File: src/rtl/bmp_header_parser_if.sv
// rtl/bmp_header_parser_if.sv - start/done handshake, header memory read port and parsed fields
interface bmp_header_parser_if;
  logic        start;
  logic        done;
  logic        valid;
  logic [23:0] addr;
  logic        rden;
  logic [15:0] rddata;
  logic [31:0] file_size;
  logic [31:0] data_offset;
  logic [31:0] img_width;
  logic [31:0] img_height;
  logic [15:0] bpp;
  logic [3:0]  err;

  // Controller and header memory side
  modport master (
    output start, rddata,
    input  done, valid, addr, rden, file_size, data_offset, img_width, img_height, bpp, err
  );

  // Parser side
  modport slave (
    input  start, rddata,
    output done, valid, addr, rden, file_size, data_offset, img_width, img_height, bpp, err
  );
endinterface

File: src/rtl/bmp_header_parser.sv
// rtl/bmp_header_parser.sv - reads a byte-per-word BMP header and extracts size/offset/geometry/bpp
module bmp_header_parser #(
  parameter logic [23:0] BASE_ADDR = 24'h000000,
  parameter logic [15:0] EXP_BPP   = 16'd24
) (
  input logic                clk,
  input logic                rst_n,
  bmp_header_parser_if.slave bus
);

  typedef enum logic [2:0] {S_IDLE, S_READ, S_DRAIN, S_CHECK, S_DONE} state_t;

  localparam logic [4:0] NUM_BYTES = 5'd30;

  state_t      state_q, state_d;
  logic [4:0]  idx_q, idx_d;          // next header byte to request
  logic        rden_q, rden_d;
  logic [23:0] addr_q, addr_d;
  logic [4:0]  iss_idx_q, iss_idx_d;  // header byte index carried by addr_q
  logic        cap_vld_q, cap_vld_d;  // rddata holds a requested byte this cycle
  logic [4:0]  cap_idx_q, cap_idx_d;
  logic [15:0] sig_q, sig_d;
  logic [31:0] fsize_q, fsize_d;
  logic [31:0] doff_q, doff_d;
  logic [31:0] width_q, width_d;
  logic [31:0] height_q, height_d;
  logic [15:0] bpp_q, bpp_d;
  logic [3:0]  err_q, err_d;
  logic        done_q, done_d;
  logic        valid_q, valid_d;

  logic [7:0]  byte_in;
  logic [1:0]  lane;
  logic [3:0]  err_chk;

  assign byte_in = bus.rddata[7:0];
  // Every 32-bit field starts at an index that is 2 mod 4, so the lane is idx-2 mod 4
  assign lane    = cap_idx_q[1:0] - 2'd2;

  // Sanity mask over the captured header
  always_comb begin
    err_chk    = 4'b0000;
    err_chk[0] = (sig_q != 16'h4D42);
    err_chk[1] = (doff_q != 32'd54);
    err_chk[2] = (bpp_q != EXP_BPP);
    err_chk[3] = (width_q == 32'd0) || (height_q == 32'd0);
  end

  // Byte capture into little-endian fields, then sequencing of the parse
  always_comb begin
    state_d   = state_q;
    idx_d     = idx_q;
    rden_d    = 1'b0;
    addr_d    = addr_q;
    iss_idx_d = iss_idx_q;
    cap_vld_d = rden_q;
    cap_idx_d = iss_idx_q;
    sig_d     = sig_q;
    fsize_d   = fsize_q;
    doff_d    = doff_q;
    width_d   = width_q;
    height_d  = height_q;
    bpp_d     = bpp_q;
    err_d     = err_q;
    done_d    = done_q;
    valid_d   = valid_q;

    if (cap_vld_q) begin
      if (cap_idx_q <= 5'd1)
        sig_d[{cap_idx_q[0], 3'b000} +: 8] = byte_in;
      else if (cap_idx_q <= 5'd5)
        fsize_d[{lane, 3'b000} +: 8] = byte_in;
      else if (cap_idx_q >= 5'd10 && cap_idx_q <= 5'd13)
        doff_d[{lane, 3'b000} +: 8] = byte_in;
      else if (cap_idx_q >= 5'd18 && cap_idx_q <= 5'd21)
        width_d[{lane, 3'b000} +: 8] = byte_in;
      else if (cap_idx_q >= 5'd22 && cap_idx_q <= 5'd25)
        height_d[{lane, 3'b000} +: 8] = byte_in;
      else if (cap_idx_q >= 5'd28)
        bpp_d[{cap_idx_q[0], 3'b000} +: 8] = byte_in;
    end

    case (state_q)
      S_IDLE, S_DONE: begin
        if (bus.start) begin
          state_d  = S_READ;
          idx_d    = 5'd0;
          sig_d    = 16'd0;
          fsize_d  = 32'd0;
          doff_d   = 32'd0;
          width_d  = 32'd0;
          height_d = 32'd0;
          bpp_d    = 16'd0;
          err_d    = 4'd0;
          done_d   = 1'b0;
          valid_d  = 1'b0;
        end
      end
      S_READ: begin
        if (idx_q == NUM_BYTES) begin
          state_d = S_DRAIN;
        end else begin
          rden_d    = 1'b1;
          addr_d    = BASE_ADDR + {19'd0, idx_q};
          iss_idx_d = idx_q;
          idx_d     = idx_q + 5'd1;
        end
      end
      S_DRAIN: state_d = S_CHECK;
      S_CHECK: begin
        err_d   = err_chk;
        valid_d = (err_chk == 4'd0);
        done_d  = 1'b1;
        state_d = S_DONE;
      end
      default: state_d = S_IDLE;
    endcase
  end

  // State and datapath registers; reset drops any read still in flight
  always_ff @(posedge clk) begin
    if (!rst_n) begin
      state_q   <= S_IDLE;
      idx_q     <= 5'd0;
      rden_q    <= 1'b0;
      addr_q    <= 24'd0;
      iss_idx_q <= 5'd0;
      cap_vld_q <= 1'b0;
      cap_idx_q <= 5'd0;
      sig_q     <= 16'd0;
      fsize_q   <= 32'd0;
      doff_q    <= 32'd0;
      width_q   <= 32'd0;
      height_q  <= 32'd0;
      bpp_q     <= 16'd0;
      err_q     <= 4'd0;
      done_q    <= 1'b0;
      valid_q   <= 1'b0;
    end else begin
      state_q   <= state_d;
      idx_q     <= idx_d;
      rden_q    <= rden_d;
      addr_q    <= addr_d;
      iss_idx_q <= iss_idx_d;
      cap_vld_q <= cap_vld_d;
      cap_idx_q <= cap_idx_d;
      sig_q     <= sig_d;
      fsize_q   <= fsize_d;
      doff_q    <= doff_d;
      width_q   <= width_d;
      height_q  <= height_d;
      bpp_q     <= bpp_d;
      err_q     <= err_d;
      done_q    <= done_d;
      valid_q   <= valid_d;
    end
  end

  assign bus.rden        = rden_q;
  assign bus.addr        = addr_q;
  assign bus.done        = done_q;
  assign bus.valid       = valid_q;
  assign bus.err         = err_q;
  assign bus.file_size   = fsize_q;
  assign bus.data_offset = doff_q;
  assign bus.img_width   = width_q;
  assign bus.img_height  = height_q;
  assign bus.bpp         = bpp_q;

endmodule

File: src/flat_wrapper.sv
// flat-port wrapper written by rule: the top's interface ports become plain ports
module bmp_header_parser_flat 
#(
  parameter logic [23:0] BASE_ADDR = 24'h000000,
  parameter logic [15:0] EXP_BPP   = 16'd24
)
  (clk, rst_n, bus_start, bus_rddata, bus_done, bus_valid, bus_addr, bus_rden, bus_file_size, bus_data_offset, bus_img_width, bus_img_height, bus_bpp, bus_err);
  bmp_header_parser_if bus_i ();
  input logic clk;
  input logic rst_n;
  input wire logic [$bits(bus_i.start)-1:0] bus_start;
  input wire logic [$bits(bus_i.rddata)-1:0] bus_rddata;
  output wire logic [$bits(bus_i.done)-1:0] bus_done;
  output wire logic [$bits(bus_i.valid)-1:0] bus_valid;
  output wire logic [$bits(bus_i.addr)-1:0] bus_addr;
  output wire logic [$bits(bus_i.rden)-1:0] bus_rden;
  output wire logic [$bits(bus_i.file_size)-1:0] bus_file_size;
  output wire logic [$bits(bus_i.data_offset)-1:0] bus_data_offset;
  output wire logic [$bits(bus_i.img_width)-1:0] bus_img_width;
  output wire logic [$bits(bus_i.img_height)-1:0] bus_img_height;
  output wire logic [$bits(bus_i.bpp)-1:0] bus_bpp;
  output wire logic [$bits(bus_i.err)-1:0] bus_err;
  assign bus_i.start = bus_start;
  assign bus_i.rddata = bus_rddata;
  assign bus_done = bus_i.done;
  assign bus_valid = bus_i.valid;
  assign bus_addr = bus_i.addr;
  assign bus_rden = bus_i.rden;
  assign bus_file_size = bus_i.file_size;
  assign bus_data_offset = bus_i.data_offset;
  assign bus_img_width = bus_i.img_width;
  assign bus_img_height = bus_i.img_height;
  assign bus_bpp = bus_i.bpp;
  assign bus_err = bus_i.err;
  bmp_header_parser #(.BASE_ADDR(BASE_ADDR), .EXP_BPP(EXP_BPP)) u_core (.clk(clk), .rst_n(rst_n), .bus(bus_i));
endmodule
File: config.mk
export PLATFORM = sky130hd
export DESIGN_NAME = bmp_header_parser_flat
export DESIGN_NICKNAME = d
export VERILOG_FILES = /design/src/rtl/bmp_header_parser_if.sv /design/src/rtl/bmp_header_parser.sv /design/src/flat_wrapper.sv
export SDC_FILE = /design/constraint.sdc
export NUM_CORES = 1
export LEC_CHECK = 0
export ABC_CLOCK_PERIOD_IN_PS = 2600
export CAP_MARGIN = 5
export CORE_MARGIN = 2
export CORE_UTILIZATION = 49
export DETAILED_ROUTE_END_ITERATION = 8
export GPL_ROUTABILITY_DRIVEN = 0
export PLACE_DENSITY = 0.82
export SYNTH_ARGS = -nofsm -noshare
export SYNTH_HDL_FRONTEND = slang
export SYNTH_SLANG_ARGS = --single-unit
File: constraint.sdc
create_clock -name clk -period 2.6 [get_ports clk]
set_clock_uncertainty 0.05 [all_clocks]
set_input_delay 0.52 -clock clk [delete_from_list [all_inputs] [get_ports clk]]
set_output_delay 0.52 -clock clk [all_outputs]
set_load 0.02 [all_outputs]
==> results of run 1 <==
## how the worst max path moves through the flow
| stage | to | slack (ns) | cells after the start |
|---|---|---|---|
| floorplan | u_core.bus.file_size[0]$_SDFF_PN0_ | 0.51 | 8 |
| global placement | u_core.bus.file_size[4]$_SDFF_PN0_ | 0.37 | 7 |
| detailed placement | u_core.bus.file_size[2]$_SDFF_PN0_ | 0.31 | 7 |
| CTS | u_core.bus.img_height[13]$_SDFF_PN0_ | 0.25 | 8 |
| global route | u_core.bus.img_height[13]$_SDFF_PN0_ | 0.06 | 8 |
| finish | u_core.bus.img_height[13]$_SDFF_PN0_ | 0.21 | 8 |
## registers in the layout, indices dropped and copies added (netlist names)
register,cells
u_core.state_q,3
u_core.cap_idx_q,5
u_core.bus.data_offset,32
u_core.bus.img_height,32
u_core.bus.file_size,32
u_core.sig_q,16
u_core.bus.err,4
u_core.bus.valid,1
u_core.idx_q,5
u_core.bus.img_width,32
u_core.bus.done,1
u_core.bus.bpp,16
u_core.cap_vld_q,1
u_core.cap_idx_d,5
u_core.bus.rden,1
## where the power goes
| part | switching (uW) | internal [uW] |
|---|---|---|
| clock | 1110 | 1480 |
| sequential | 66.0 | 2910 |
| combinational | 506 | 255 |
| total | 1680 | 4640 |
## routing by layer
layer	share of wire, %	track usage, %	vias to the layer above
li1	-	-	2943
met1	45	31.6	2878
met2	49	40.8	173
met3	4.9	5.72	22
met4	1.5	6.98	0
met5	0	0	-
## final cells by class
cell class	count	area, um^2
multi-input cells	542	3490
clock buffers	24	512
inverters	8	30.0
repair buffers	179	1770
clock inverters	8	83.8
well taps	188	235
flip-flops and latches	186	3720
fillers	1213	5240
## logic make-up (layout without fill, tap and decap cells)
logic type               after synthesis  count (layout)  synth area share [%]
AND/OR/NAND/NOR                      323             323                  21.0
flip-flops                           186             186                  49.7
multiplexers                         131             131                  17.5
buffers and inverters                 71             219                  4.84
AO/OA/AOI/OAI                         56              56                  5.09
adder cells (fa/ha/maj)                7               7                  1.17
XOR/XNOR                               6               6                 0.701
other                                  1              19                0.0500
## cell usage after synthesis (7+ instances only)
cell type	n	area (um^2)
nand2_1	12	45.0
mux2i_1	130	1300
and2_1	31	194
clkbuf_1	31	116
buf_4	23	173
nor2b_1	9	56.3
nand4_1	10	62.6
ha_1	7	87.6
nor4_1	28	175
inv_1	7	26.3
nor2_1	197	739
a31oi_1	8	50.1
dfxtp_1	186	3720
buf_2	7	35.0
nand3_2	9	90.1
a21oi_1	27	135
## worst register-to-register path, delay by kind of cell, from the launching register on
kind | cells | cell delay, ns
simple gates | 3 | 0.65
mux | 1 | 0.30
buf+inv | 2 | 0.33
flops | 1 | 0.50
fa+ha+maj | 1 | 0.22
compound gates | 1 | 0.22
## layout by cell type, fill, tap and decap left out, types with 2 or more instances in the layout
cell type	netlist	final
nor2_1	197	197
dfxtp_1	186	186
clkdlybuf4s50_1	0	166
mux2i_1	130	130
and2_1	31	31
nor4_1	28	28
a21oi_1	27	27
conb_1	1	19
clkbuf_16	0	17
nand2_1	12	12
buf_4	23	12
nand4_1	10	10
nor2b_1	9	9
nand3_2	9	9
a31oi_1	8	8
inv_1	7	7
ha_1	7	7
clkbuf_8	0	6
nor3_1	3	3
nor3b_1	3	3
nand3_1	3	3
xnor2_1	3	3
nor4bb_1	3	3
o22a_1	3	3
xor2_1	3	3
clkinvlp_4	0	3
nand2b_1	2	2
nand3b_1	2	2
and3b_1	2	2
a32o_1	2	2
or4b_2	2	2
o21ai_0	3	2
o2111ai_1	2	2
nor2_2	2	2
a2bb2oi_1	2	2
clkinv_4	0	2
## through the flow
stage | utilization, % | hold slack [ns] | total power [uW]
6_report | 65.3 | 0.425 | 6320
5_1_grt | 65.3 | 0.442 | 6550
4_1_cts | 65.3 | 0.425 | 6340
3_5_place_dp | 61.3 | 0.405 | 3790
3_3_place_gp | 61.3 | 0.394 | 3780
2_1_floorplan | - | 0.383 | 3560
==> reports/metrics.yaml, run 1 <==
clk_latency_ns: 0.43
r2r_cells: 8
setup_viol: 0
p_leak_uw: 0.00417
finalWirelength_mm: 19.8
ys_seq_area_share_pct: 49.7
cts-htree-levels: 4
synth-edff-count: 0
clkSlewWorstSetupHoldPaths_ns: 0.07
dp.cells: 1103
wl_per_cell_um: 17.5
drv_slew: 0
start_util_pct: 49.7
path_delay_family: "simple AND/OR/NAND/NOR gates"
postCtsSetupBuffers: 0
tritoncts: "done"
synth_area_per_cell_um2: 9.60
r2r-end: "u_core.bus.img_height[13]$_SDFF_PN0_"
synthDistinctLibCells: 51
max_slew_margin_pct: 54.3
ir_drop_mv: 0.459
min_path_cells: 1
dr.pass1.iters: 6
gr-usage-all-layers_pct: 24.4
place_hpwl_mm: 13.8
fmax_mhz: 419
period_needed_ns: 2.39
r2r-start: "u_core.cap_idx_q[1]$_SDFF_PN0_"
outcome: "completed"
grt_pass1_vias: 5690
path_cells: "inv_1 -> ha_1 -> buf_4 -> nor4bb_1 -> a31o_2 -> nand3_2 -> mux2i_1 -> nor2_1"
hold_viol: 0
grt_setup_unrepaired: "false"
powerDensity_nw_per_um2: 642
ioPinCount: 194
synth_warnings: 0
io_buffers: 166
setup_ws_ns: 0.211
ant_nets: 0
numCtsBuffers: 17
ys_seq_elements: 186
cts_hold_buf: 0
num_vias: 6016
cp-startpoint: "u_core.cap_idx_q[1]$_SDFF_PN0_"
area_growth_pct: 31.3
rrSetupSlack_ns: 0.21
antenna_found_initial: 0
cp.buffers_inverters: 2
placed_area_um2: 9250
setup_tns_ns: 0
hp-class: "reg -> reg"
diodes: 0
start_kind: "flop"
min_period_over_period_pct: 91.9
grt_max_degree: 135
worstPathRequired_ns: 2.85
whs_endpoint: "u_core.bus.done$_SDFFE_PN0P_"
worstMarginPinSlew_ns: 0.681
die_x_um: 128
cts-resized-gates: 0
final_nets: 960
drc: 0
overflow: 0
cts.path.max_buffers: 2
cp_slowest_cell: "dfxtp_1"
cpPeakStageDelay_ns: 0.50
syn-instance-count: 781
postLayoutCellArea_um2: 9850
grt_pass1_wl_mm: 31.0
layout-drive-gt1-share_pct: 6.86
cp-end-kind: "flop"
fp-row-count: 45
die_h_um: 128
maxCapViolCount: 0
async_reset_ff_share_pct: 0
final_cells: 1135
via_per_inst: 5.30
dpl_worst_slack_ns: 0.310
root_buffer: "clkbuf_16"
clock_sinks: 186
drt_iter0_drc: 368
crit_type: "reg -> reg"
arrival_ns: 2.64
cp_max_fo: 9
min_from: "u_core.bus.done$_SDFFE_PN0P_"
dieArea_um2: 16300
core-area_um2: 15100
syn_area_um2: 7500
yosys_most_used_dff: "dfxtp_1"
(Power assumes the default switching activity.)
==> run 2, diff against run 1 <==
Settings changed: ABC_CLOCK_PERIOD_IN_PS 2600 to unset.
==> results of run 2 <==
Final layout, timing and power as in run 1 (identical DEF).
